File: src/rtl/cordic_pkg.sv
// Shared types and elaboration-time constant generators for the iterative sine/cosine CORDIC.
// Table values are computed in real arithmetic and rounded to nearest at the requested fraction width.
package cordic_pkg;

  typedef enum logic {
    IDLE   = 1'b0,
    ROTATE = 1'b1
  } state_t;

  function automatic longint to_fixed(input real v, input int fb);
    real s;
    s = v * (2.0 ** fb);
    if (s >= 0.0) return longint'($rtoi(s + 0.5));
    return -longint'($rtoi(-s + 0.5));
  endfunction

  function automatic real atan_pow2(input int i);
    case (i)
      0:  return 0.7853981633974483;
      1:  return 0.4636476090008061;
      2:  return 0.24497866312686414;
      3:  return 0.12435499454676144;
      4:  return 0.06241880999595735;
      5:  return 0.031239833430268277;
      6:  return 0.015623728620476831;
      7:  return 0.007812341060101111;
      8:  return 0.0039062301319669718;
      9:  return 0.0019531225164788188;
      10: return 0.0009765621895593195;
      11: return 0.0004882812111948983;
      12: return 0.00024414062014936177;
      13: return 0.00012207031189367021;
      14: return 0.00006103515617420877;
      15: return 0.000030517578115526096;
      16: return 0.000015258789061315762;
      17: return 0.00000762939453110197;
      18: return 0.000003814697265606496;
      19: return 0.000001907348632810187;
      20: return 0.0000009536743164059608;
      // Beyond here atan(x) equals x well below one LSB of any practical width
      default: return 2.0 ** (-i);
    endcase
  endfunction

  function automatic longint atan_fixed(input int i, input int fb);
    return to_fixed(atan_pow2(i), fb);
  endfunction

  // Gain correction 1/prod(sqrt(1+2^-2i)); the square root uses Newton steps
  function automatic longint k_fixed(input int iter, input int fb);
    real p;
    real s;
    p = 1.0;
    for (int i = 0; i < iter; i++) p = p * (1.0 + 2.0 ** (-2 * i));
    s = p;
    for (int n = 0; n < 40; n++) s = 0.5 * (s + p / s);
    return to_fixed(1.0 / s, fb);
  endfunction

  function automatic longint half_pi_fixed(input int fb);
    return to_fixed(1.5707963267948966, fb);
  endfunction

  localparam int     DEF_FRAC = 19;
  localparam longint HALF_PI  = half_pi_fixed(DEF_FRAC + 2);

endpackage

File: src/rtl/cordic_atan_rom.sv
// Combinational atan(2^-i) lookup for the CORDIC rotation; unused slots past ITER read zero.
module cordic_atan_rom
  import cordic_pkg::*;
#(
  parameter int DW   = 24,
  parameter int FB   = 21,
  parameter int ITER = 16,
  parameter int IW   = 4
) (
  input  logic [IW-1:0]        idx,
  output logic signed [DW-1:0] atan_val
);

  logic signed [DW-1:0] rom_tbl [2**IW];

  generate
    for (genvar gi = 0; gi < 2**IW; gi++) begin : g_rom
      if (gi < ITER) begin : g_used
        assign rom_tbl[gi] = DW'(atan_fixed(gi, FB));
      end else begin : g_pad
        assign rom_tbl[gi] = '0;
      end
    end
  endgenerate

  assign atan_val = rom_tbl[idx];

endmodule

File: src/rtl/cordic_sincos_iter.sv
// Iterative CORDIC sine/cosine over [-pi, pi): quadrant pre-rotation, one micro-rotation per clock,
// two guard bits internally, start/ready/done handshake.
module cordic_sincos_iter
  import cordic_pkg::*;
#(
  parameter int WIDTH = 22,
  parameter int ITER  = 16
) (
  input  logic                    clk,
  input  logic                    reset,
  input  logic                    start,
  input  logic signed [WIDTH-1:0] angle,
  output logic                    ready,
  output logic                    done,
  output logic signed [WIDTH-1:0] cos_out,
  output logic signed [WIDTH-1:0] sin_out
);

  localparam int FRAC = WIDTH - 3;
  localparam int FB   = FRAC + 2;
  localparam int DW   = WIDTH + 2;
  localparam int IW   = (ITER > 1) ? $clog2(ITER) : 1;

  localparam logic signed [DW-1:0] K_C  = DW'(k_fixed(ITER, FB));
  localparam logic signed [DW-1:0] HP_C = DW'(half_pi_fixed(FB));
  localparam logic [IW-1:0]        LAST = IW'(ITER - 1);

  state_t               state_q, state_d;
  logic signed [DW-1:0] x_q, x_d, y_q, y_d, z_q, z_d;
  logic [IW-1:0]        i_q, i_d;
  logic                 done_q, done_d;
  logic signed [WIDTH-1:0] cos_q, cos_d, sin_q, sin_d;

  logic signed [DW-1:0] a_ext, atan_val;
  logic signed [DW-1:0] x_sh, y_sh, x_n, y_n, z_n;

  cordic_atan_rom #(
    .DW  (DW),
    .FB  (FB),
    .ITER(ITER),
    .IW  (IW)
  ) u_atan_rom (
    .idx     (i_q),
    .atan_val(atan_val)
  );

  always_comb begin
    a_ext = {angle, 2'b00};
    x_sh  = x_q >>> i_q;
    y_sh  = y_q >>> i_q;
    if (!z_q[DW-1]) begin
      x_n = x_q - y_sh;
      y_n = y_q + x_sh;
      z_n = z_q - atan_val;
    end else begin
      x_n = x_q + y_sh;
      y_n = y_q - x_sh;
      z_n = z_q + atan_val;
    end
  end

  always_comb begin
    state_d = state_q;
    x_d     = x_q;
    y_d     = y_q;
    z_d     = z_q;
    i_d     = i_q;
    done_d  = 1'b0;
    cos_d   = cos_q;
    sin_d   = sin_q;
    case (state_q)
      IDLE: begin
        if (start) begin
          state_d = ROTATE;
          i_d     = '0;
          // Outer quadrants start from +/-90 degrees so the residual stays inside CORDIC convergence
          if (a_ext > HP_C) begin
            x_d = '0;
            y_d = K_C;
            z_d = a_ext - HP_C;
          end else if (a_ext < -HP_C) begin
            x_d = '0;
            y_d = -K_C;
            z_d = a_ext + HP_C;
          end else begin
            x_d = K_C;
            y_d = '0;
            z_d = a_ext;
          end
        end
      end
      ROTATE: begin
        x_d = x_n;
        y_d = y_n;
        z_d = z_n;
        i_d = i_q + 1'b1;
        if (i_q == LAST) begin
          state_d = IDLE;
          i_d     = '0;
          done_d  = 1'b1;
          cos_d   = x_n[DW-1:2];
          sin_d   = y_n[DW-1:2];
        end
      end
      default: state_d = IDLE;
    endcase
  end

  always_ff @(posedge clk) begin
    if (reset) begin
      state_q <= IDLE;
      x_q     <= '0;
      y_q     <= '0;
      z_q     <= '0;
      i_q     <= '0;
      done_q  <= 1'b0;
      cos_q   <= '0;
      sin_q   <= '0;
    end else begin
      state_q <= state_d;
      x_q     <= x_d;
      y_q     <= y_d;
      z_q     <= z_d;
      i_q     <= i_d;
      done_q  <= done_d;
      cos_q   <= cos_d;
      sin_q   <= sin_d;
    end
  end

  assign ready   = (state_q == IDLE);
  assign done    = done_q;
  assign cos_out = cos_q;
  assign sin_out = sin_q;

endmodule

File: config.mk
export PLATFORM = sky130hd
export DESIGN_NAME = cordic_sincos_iter
export DESIGN_NICKNAME = d
export VERILOG_FILES = /design/src/rtl/cordic_pkg.sv /design/src/rtl/cordic_atan_rom.sv /design/src/rtl/cordic_sincos_iter.sv
export SDC_FILE = /design/constraint.sdc
export NUM_CORES = 1
export LEC_CHECK = 0
export ABC_AREA = 1
export ABC_CLOCK_PERIOD_IN_PS = 5600
export CORE_UTILIZATION = 55
export DETAILED_ROUTE_END_ITERATION = 8
export MAX_ROUTING_LAYER = met4
export PLACE_DENSITY = 0.71
export SYNTH_ARGS = -nofsm -noshare
export SYNTH_HDL_FRONTEND = slang
export SYNTH_HIERARCHICAL = 1
export SYNTH_SLANG_ARGS = --single-unit
File: constraint.sdc
create_clock -name clk -period 5.6 [get_ports clk]
set_clock_uncertainty 0.1 [all_clocks]
set_input_delay 1.68 -clock clk [delete_from_list [all_inputs] [get_ports clk]]
set_output_delay 1.68 -clock clk [all_outputs]
set_load 0.02 [all_outputs]
; ---- Yosys cells after proc, flatten, opt, wreduce, memory -nomap -nowiden
; Memory sizes are Yosys's and may differ from the RTL's.
; Index checks and enable logic that the tools add are counted.
[totals]
output_inout_bits = 46
word_cells = 53
mem_count = 1
mem_bits_ro = 384
register_bits = 122
in_bits = 25
[classes]
n_addsub = 9
magnitude_cmp = 3
n_eq_ne = 2
mux = 24
n_reduce_logical = 2
bitwise_logic = 2
shift = 2
[memory_table]
columns = name, words, width, read_ports, rd_clocked_by_memory_dff, write_ports, line
row1 = (no name shown), 16, 24, 1, 0, 0, cordic_atan_rom.sv:26  ; assign atan_val = rom_tbl[idx];
[ops]
columns = operator, count
row1 = $mux W24, 12
row2 = $pmux W24 S2, 3
row3 = $add A24 B24 Y24, 3
row4 = $sub A24 B24 Y24, 3
row5 = $sshr A24 B4 Y24, 2
row6 = $mux W21, 2
row7 = $add A24 B23 Y24 const B, 1
row8 = $gt A24 B23 Y1 const B, 1
row9 = $lt A24 B23 Y1 const B, 1
row10 = $sub A24 B23 Y24 const B, 1
row11 = $mux W4, 2
row12 = $pmux W4 S2, 1
row13 = $ge A5 B5 Y1 const B, 1
row14 = $not A4 Y5, 1
row15 = $add A4 B1 Y4 const B, 1
row16 = $eq A4 B4 Y1 const B, 1
row17 = $mux W1, 3
row18 = $ne A2 B2 Y1 const B, 1
row19 = $pmux W1 S2, 1
row20 = $reduce_and A2 Y1, 1
row21 = $reduce_or A2 Y1, 1
row22 = $not A1 Y1, 1

; ---- Longest topological paths before layout
; Gate-level depths: netlist of the first run.
[depth]
ltp_word = 7
mapped_depth = 34
ltp_nobuf = 32

; ---- Hierarchy
; The synthesis of the first run kept the hierarchy.
[modules_own_cells]
columns = mod, instances, cells_per_inst, seq_area_each_um2, area_per_inst_um2
row1 = cordic_sincos_iter, 1, 2248, 2442.3, 13281.5
row2 = cordic_atan_rom, 1, 70, 0.0, 381.6

; ---- Worst setup path after synthesis of the first run
; No wires, ideal clock.
[synth_path]
path_kind = register to register
start = reg i_q[0]
end = reg z_q[22]
stages_incl_launch_ff = 26
setup_ns = 0.109
required_ns = 5.391
synth_period_minus_slack_ns = 4.144
t_arrival_ns = 3.935
path_buffers = 0
path_slack_ns = 1.456
cell_sequence = dfxtp_1 inv_1 ha_1 inv_1 nor2_1 nor2_1 inv_1 ha_1 nand3_1 nor4_1 nand3_1 nor4_1 nor2_1 xor2_1 ha_1 nand2_1 nor4_1 o21ai_0 nand3_1 nand3_1 nand2_1 a21oi_1 o21ai_0 nand3_1 nand2_1 inv_1
[synth_between]
elab_chain_len = 7
elab_cells_between_ends = 8
cone_classes = 2 x add/sub / 4 x mux / 1 x bitwise / 1 x memory
[synth_lines]
columns = item, line
row1 = start: declaration, cordic_sincos_iter.sv:30  ; logic [IW-1:0] i_q, i_d;
row2 = start signal: assignment, cordic_sincos_iter.sv:124  ; i_q <= i_d;
row3 = $not A4 Y5 (implied by the code) (*), cordic_atan_rom.sv:26
row4 = $mem_v2 Z16 W24 (*), -
row5 = $mux W24 (implied by the code) (*) (2 in series), cordic_atan_rom.sv:26
row6 = named net atan_val[1], cordic_sincos_iter.sv:34  ; logic signed [DW-1:0] a_ext, atan_val;
row7 = $sub A24 B24 Y24 / $add A24 B24 Y24 (equally long branches), "cordic_sincos_iter.sv:54, cordic_sincos_iter.sv:58"
row8 = $mux W24 (*), cordic_sincos_iter.sv:51  ; if (!z_q[DW-1]) begin
row9 = $pmux W24 S2 (*), cordic_sincos_iter.sv:71  ; case (state_q)
row10 = end signal: assignment, cordic_sincos_iter.sv:123  ; z_q <= z_d;
row11 = end: declaration, cordic_sincos_iter.sv:29  ; logic signed [DW-1:0] x_q, x_d, y_q, y_d, z_q, z_d;
; Mark *: on every way through the listed nets, which the timed path passes. The rest lies on a longest branch. The select of a mux whose other input is x is not followed.
; A chain may end at the register's enable or synchronous reset.

; ---- Worst setup path in the final report of the first run
; Ends and elaborated chain as after synthesis.

==> flow_summary.json, run 1 <==
{
  "final_layout_size_suffix_gt1_share_pct": 5.047,
  "p_comb_share_pct": 68.9,
  "io_buffers": 70,
  "cp_max_fo": 54,
  "grt_use_total_pct": 36.91,
  "hold_ws_ps": 365.0,
  "antenna_left": 0,
  "tightestPinTransition_ps": 954.2,
  "hp-class": "reg2reg",
  "synth_top_area_share_pct": 18.49,
  "dp_hpwl_um": 34330,
  "p_clk_share_pct": 15.2,
  "path_class": "reg2reg",
  "core-area_um2": 24320,
  "setup_viol": 0,
  "switchingPower_mw": 4.426,
  "grt-ovfl-total": 0,
  "synth.area.top_cells": "nand2_1, dfxtp_1, nand3_1",
  "critPathLaunchType": "flip-flop",
  "clock_latency_ps": 440,
  "outcome": "completed",
  "crit_arrival_ps": 5280,
  "grt_pass1_wl_um": 73580,
  "yosysWarnings": 6,
  "finalNonFillerCells": 2662,
  "finalSetupTns_ps": 0,
  "fp-row-count": 57,
  "whs_path_depth": 2,
  "placed_cell_area_um2": 14420,
  "drt-total-wl_um": 45600,
  "drv_slew": 0,
  "yosysTopAreaCell": "nand2_1",
  "cts_buffers": 17,
  "synthFlopType": "dfxtp_1",
  "syn-cell-area_um2": 13660,
  "crit_path_end_kind": "flip-flop",
  "fmax_ghz": 0.1981,
  "ctsHoldBuffers": 0,
  "start_util_pct": 56.18,
  "ctsResizeCount": 0,
  "die-area_um2": 25480,
  "root_buffer": "clkbuf_16",
  "via_per_inst": 5.793,
  "clkSinkCount": 122,
  "setup_ws_ps": 552.7,
  "ys_seq_area_share_pct": 17.88,
  "fin_area_um2": 15030,
  "cap_violations": 0,
  "avgSynthCellArea_um2": 5.894,
  "async_reset_ff_share_pct": 0,
  "r2r-end": "z_q[22]",
  "first_pass_iters": 8,
  "dr_total_vias": 15422,
  "synth_edf_count": 0,
  "clockBufferDepth": 2,
  "post_cts_buffers": 0,
  "wl_per_cell_um": 17.13,
  "post-route-period-util_pct": 90.13,
  "final_hold_viol_count": 0,
  "antenna_found_initial": 0,
  "die-height_um": 159.6,
  "pre_cts_slack_ps": 742.9,
  "die_width_um": 159.6,
  "rsz0062_at_grt": "false",
  "whs_endpoint": "cos_out[3]",
  "grt_pass1_vias": 14292,
  "p_leak_nw": 7.787,
  "r2r_setup_slack_ps": 550,
  "period_needed_ps": 5047,
  "rr_worst_depth": 25,
  "clkTransAtPathRegs_ps": 70,
  "syn_to_final_growth_pct": 10.01,
  "required_ps": 5830,
  "place.gp.congestion": 1.018,
  "fin_nets": 2447,
  "hp-start": "cos_out[3]",
  "synth-seq-cells": 122,
  "diodes": 0,
  "yosysUniqueCellTypes": 53,
  "p_sw_share_pct": 55.52,
  "relSlewSlack_pct": 36.15,
  "grt_start_max_net_pins": 67,
  "num_io_pins": 71,
  "htreeDepth": 4,
  "synthCells": 2318,
  "drc_errors": 0,
  "drt-initial-drc-count": 1497,
  "power_density_nw_per_um2": 530.4,
  "cts_tree": "built",
  "dp_cells": 2631,
  "p_seq_share_pct": 15.9,
  "p_int_mw": 3.546,
  "worst_ir_drop_vdd_v": 0.0003238,
  "r2r_start": "i_q[0]"
}
-- layout make-up --
cell class | count | area [µm²]
Clock buffer | 17 | 425.4
Clock inverter | 14 | 187.7
Fill cell | 2470 | 9289
Inverter | 221 | 832.0
Multi-Input combinational cell | 1872 | 9872
Sequential cell | 122 | 2447
Tap cell | 324 | 405.4
Timing Repair Buffer | 92 | 860.8
-- placed cells by master, fill, tap and decap left out, types with 37 or more instances in the layout --
cell	count
o21ai_0	122
nand2_1	673
clkdlybuf4s50_1	69
nor2_1	193
inv_1	210
a21oi_1	152
ha_1	93
nand3_1	299
dfxtp_1	118
a31oi_1	37
xor2_1	92
-- metal layers --
metal  up-vias  wire length, µm  global-route usage [%]
met5         -                0                       -
met4         0             1368                   11.84
met3        96             3486                   5.351
met2       619            20480                   58.20
met1      7041            20260                   48.40
li1       7666                -                       -
-- metrics by stage --
step / util (%) / total power [mW]
finish: 61.80 / 7.972
global route: 61.80 / 8.646
floorplan: - / 5.162
global placement: 59.28 / 6.587
detailed placement: 59.28 / 6.603
CTS: 61.80 / 7.850
-- worst max-delay path by stage --
stage	start	endpoint	cells past startpoint
after floorplan	i_q[0]	z_q[22]	25
after global placement	i_q[1]	x_q[19]	25
after detailed placement	i_q[1]	z_q[22]	25
after CTS	i_q[0]	z_q[22]	25
after global routing	i_q[1]	x_q[19]	25
final	i_q[0]	z_q[22]	25
-- critical path: stages (launching register included) --
cell and delay (ps):
dfxtp_2 360, buf_4 490, ha_1 250, inv_1 40, nand2_1 70, nand2_1 90
inv_1 80, ha_1 170, nand3_1 100, nor4_1 400, nand3_1 210, nor4_1 410
nor2_1 110, xor2_1 170, ha_1 370, nand2_1 110, nor4_1 450, nand4_1 180
nand3_1 200, nand3_1 90, nand2_1 90, a21oi_1 60, o21ai_0 100, nand3_1 90
nand2_1 90, inv_1 40
-- power groups by stage --
stage                     Combinational (mW)  Sequential (mW)  Clock [mW]
after floorplan                         4.00             1.16           0
after global placement                  5.31             1.27           0
after CTS                               5.37             1.26        1.22
after global routing                    6.11             1.28        1.26
after detailed placement                5.33             1.28           0
final                                   5.50             1.27        1.21
-- cells in the mapped netlist (2+ instances only) --
| cell | number |
|---|---|
| a21boi_0 | 2 |
| a21o_1 | 10 |
| a21oi_1 | 152 |
| a221oi_1 | 2 |
| a31oi_1 | 37 |
| buf_1 | 14 |
| buf_2 | 26 |
| buf_4 | 4 |
| buf_6 | 13 |
| clkbuf_1 | 48 |
| dfxtp_1 | 122 |
| fa_1 | 3 |
| ha_1 | 93 |
| inv_1 | 210 |
| inv_2 | 9 |
| nand2_1 | 673 |
| nand2_2 | 17 |
| nand3_1 | 299 |
| nand3_2 | 8 |
| nand3b_1 | 9 |
| nand4_1 | 22 |
| nor2_1 | 195 |
| nor2_2 | 7 |
| nor2_4 | 2 |
| nor3_1 | 21 |
| nor4_1 | 14 |
| o211ai_1 | 12 |
| o21a_1 | 6 |
| o21ai_0 | 122 |
| o21ai_1 | 9 |
| o21ai_2 | 6 |
| o21bai_1 | 4 |
| o31ai_1 | 5 |
| o32ai_1 | 2 |
| or2_2 | 4 |
| xnor2_1 | 28 |
| xor2_1 | 92 |
-- logic make-up after synthesis --
kind of cell / count (synthesis) / synth area share (%)
xor gates and xnor gates: 120 / 7.692
and+or+nand+nor: 1275 / 39.97
other: 1 / 0.02745
AOI/OAI and AO/OA: 378 / 15.44
adders and majority gates: 96 / 8.956
buffers and inverters: 326 / 10.04
DFF: 122 / 17.88
-- flip-flops by register name (all words and copies together) (netlist names) --
register and count:
state_q 1, y_q 24, z_q 24, x_q 24, sin_out 22, cos_out 22, i_q 4, done 1
No activity file was read; power rests on OpenSTA's default activity.
==> inputs of run 2 (changes only) <==
--- a/config.mk
+++ b/config.mk
@@ -7,10 +7,11 @@
 export LEC_CHECK = 0
 export ABC_AREA = 1
 export ABC_CLOCK_PERIOD_IN_PS = 5600
-export CORE_UTILIZATION = 55
+export CORE_UTILIZATION = 45
 export DETAILED_ROUTE_END_ITERATION = 8
 export MAX_ROUTING_LAYER = met4
-export PLACE_DENSITY = 0.71
+export PLACE_DENSITY = 0.6
+export REMOVE_ABC_BUFFERS = 1
 export SYNTH_ARGS = -nofsm -noshare
 export SYNTH_HDL_FRONTEND = slang
 export SYNTH_HIERARCHICAL = 1
==> flow_summary.json, run 2 (synthesized netlist as in run 1, its figures left out) <==
{
  "layout_common_cells": "nand2_1, nand3_1, inv_1, nor2_1, a21oi_1",
  "dr_total_vias": 15121,
  "wl_per_cell_um": 16.56,
  "crit_end": "x_q[19]",
  "syn_to_final_growth_pct": 10.89,
  "dp_hpwl_um": 34400,
  "antenna_found_initial": 0,
  "path_class": "reg2reg",
  "setup_viol": 0,
  "clockBufferDepth": 2,
  "worst_ir_drop_vdd_v": 0.0002396,
  "start_util_pct": 45.98,
  "cp_max_fo": 41,
  "fin_area_um2": 15150,
  "tightestPinTransition_ps": 849.6,
  "relSlewSlack_pct": 43.19,
  "power_density_nw_per_um2": 506.4,
  "die_width_um": 176.3,
  "fp-row-count": 63,
  "pre_cts_slack_ps": 243.4,
  "first_pass_iters": 5,
  "reg_top3": "x_q x24, y_q x24, z_q x24",
  "drc_errors": 0,
  "grt_pass1_vias": 13644,
  "r2r-end": "x_q[19]",
  "crit_start": "i_q[3]",
  "fmax_ghz": 0.1950,
  "outcome": "completed",
  "grt_start_max_net_pins": 67,
  "grt-ovfl-total": 0,
  "via_per_inst": 5.543,
  "period_needed_ps": 5127,
  "grt_pass1_wl_um": 71770,
  "num_io_pins": 71,
  "root_buffer": "clkbuf_16",
  "fin_nets": 2446,
  "antenna_left": 0,
  "cts_tree": "built",
  "ctsHoldBuffers": 0,
  "placed_cell_area_um2": 14490,
  "die-height_um": 176.3,
  "final_hold_viol_count": 0,
  "drt-total-wl_um": 45170,
  "io_buffers": 70,
  "crit_arrival_ps": 5410,
  "diodes": 0,
  "rsz0062_at_grt": "true",
  "place.gp.congestion": 0.9685,
  "grt_use_total_pct": 30.08,
  "cap_violations": 0,
  "final_util_pct": 50.98,
  "rr_worst_depth": 23,
  "required_ps": 5880,
  "die-area_um2": 31060,
  "drt-initial-drc-count": 1277,
  "clkSinkCount": 122,
  "htreeDepth": 4,
  "hold_ws_ps": 361.3,
  "cts_buffers": 17,
  "final_common_cell": "nand2_1",
  "clkTransAtPathRegs_ps": 60,
  "r2r_start": "i_q[3]",
  "setup_ws_ps": 473.0,
  "final_layout_size_suffix_gt1_share_pct": 5.047,
  "r2r_setup_slack_ps": 470,
  "critPathLaunchType": "flip-flop",
  "post-route-period-util_pct": 91.55,
  "core-area_um2": 29720,
  "p_leak_nw": 7.793,
  "clock_latency_ps": 450,
  "crit_path_end_kind": "flip-flop",
  "hp-class": "reg2reg",
  "drv_slew": 0
}
[run 2: worst min-delay path by stage]
stage               depth (start not counted)       start    endpoint
finish                                      2  sin_out[0]  sin_out[0]
global route                                2  sin_out[2]  sin_out[2]
CTS                                         2  sin_out[0]  sin_out[0]
detailed placement                          2  sin_out[0]  sin_out[0]
global placement                            2  cos_out[6]  cos_out[6]
floorplan                                   2      x_q[0]      x_q[0]
[run 2: layout make-up]
type	instances	area (µm²)
Multi-Input combinational cell	1872	9884
Inverter	221	834.6
Sequential cell	122	2447
Fill cell	3121	14570
Clock inverter	12	196.4
Clock buffer	20	446.7
Timing Repair Buffer	91	853.3
Tap cell	390	488.0
[run 2: power breakdown]
| group | total, mW | internal, mW | leakage [nW] | switching, mW |
|---|---|---|---|---|
| clock network | 1.24 | 0.798 | 0.306 | 0.437 |
| registers | 1.28 | 1.02 | 0.999 | 0.254 |
| logic | 5.16 | 1.81 | 6.49 | 3.35 |
[run 2: per-stage QoR]
| step | cells | total power, mW | TNS (ps) |
|---|---|---|---|
| after floorplan | 2215 | 5.116 | -8060 |
| after global placement | 2696 | 6.378 | 0 |
| after detailed placement | 2696 | 6.367 | 0 |
| after CTS | 2728 | 7.654 | 0 |
| after global routing | 2728 | 8.412 | -37.06 |
| final | 2728 | 7.673 | 0 |
[run 2: repair_timing]
action                                  in CTS  in global routing
endpoints found under the setup margin       0                  6
buffers inserted                             0                  0
gates resized for setup                      0                  3
[run 2: worst max-delay path, stage by stage, from the launching register on]
cell and delay, ps:
dfxtp_1 500, inv_2 660, nand3_1 250, o21ai_2 150, ha_1 200, inv_1 60
nor4_2 530, nor2_1 100, xnor2_1 170, inv_1 90, ha_1 340, nand2_1 110
a21oi_1 130, nor2_1 50, nand2_1 180, a21oi_1 140, o21ai_0 350, nand2_1 90
nand2_1 130, nand2_1 70, nand2_1 90, xor2_1 310, nand2_1 90, a21oi_1 140
[run 2: per-layer routing]
metal / track usage, % / up-vias / wire length, µm / part of all wire (%)
li1: - / 7674 / - / -
met1: 37.89 / 6986 / 20530 / 45
met2: 49.70 / 405 / 21540 / 48
met3: 3.273 / 56 / 1862 / 4.1
met4: 10.43 / 0 / 1233 / 2.7
met5: - / - / 0 / 0
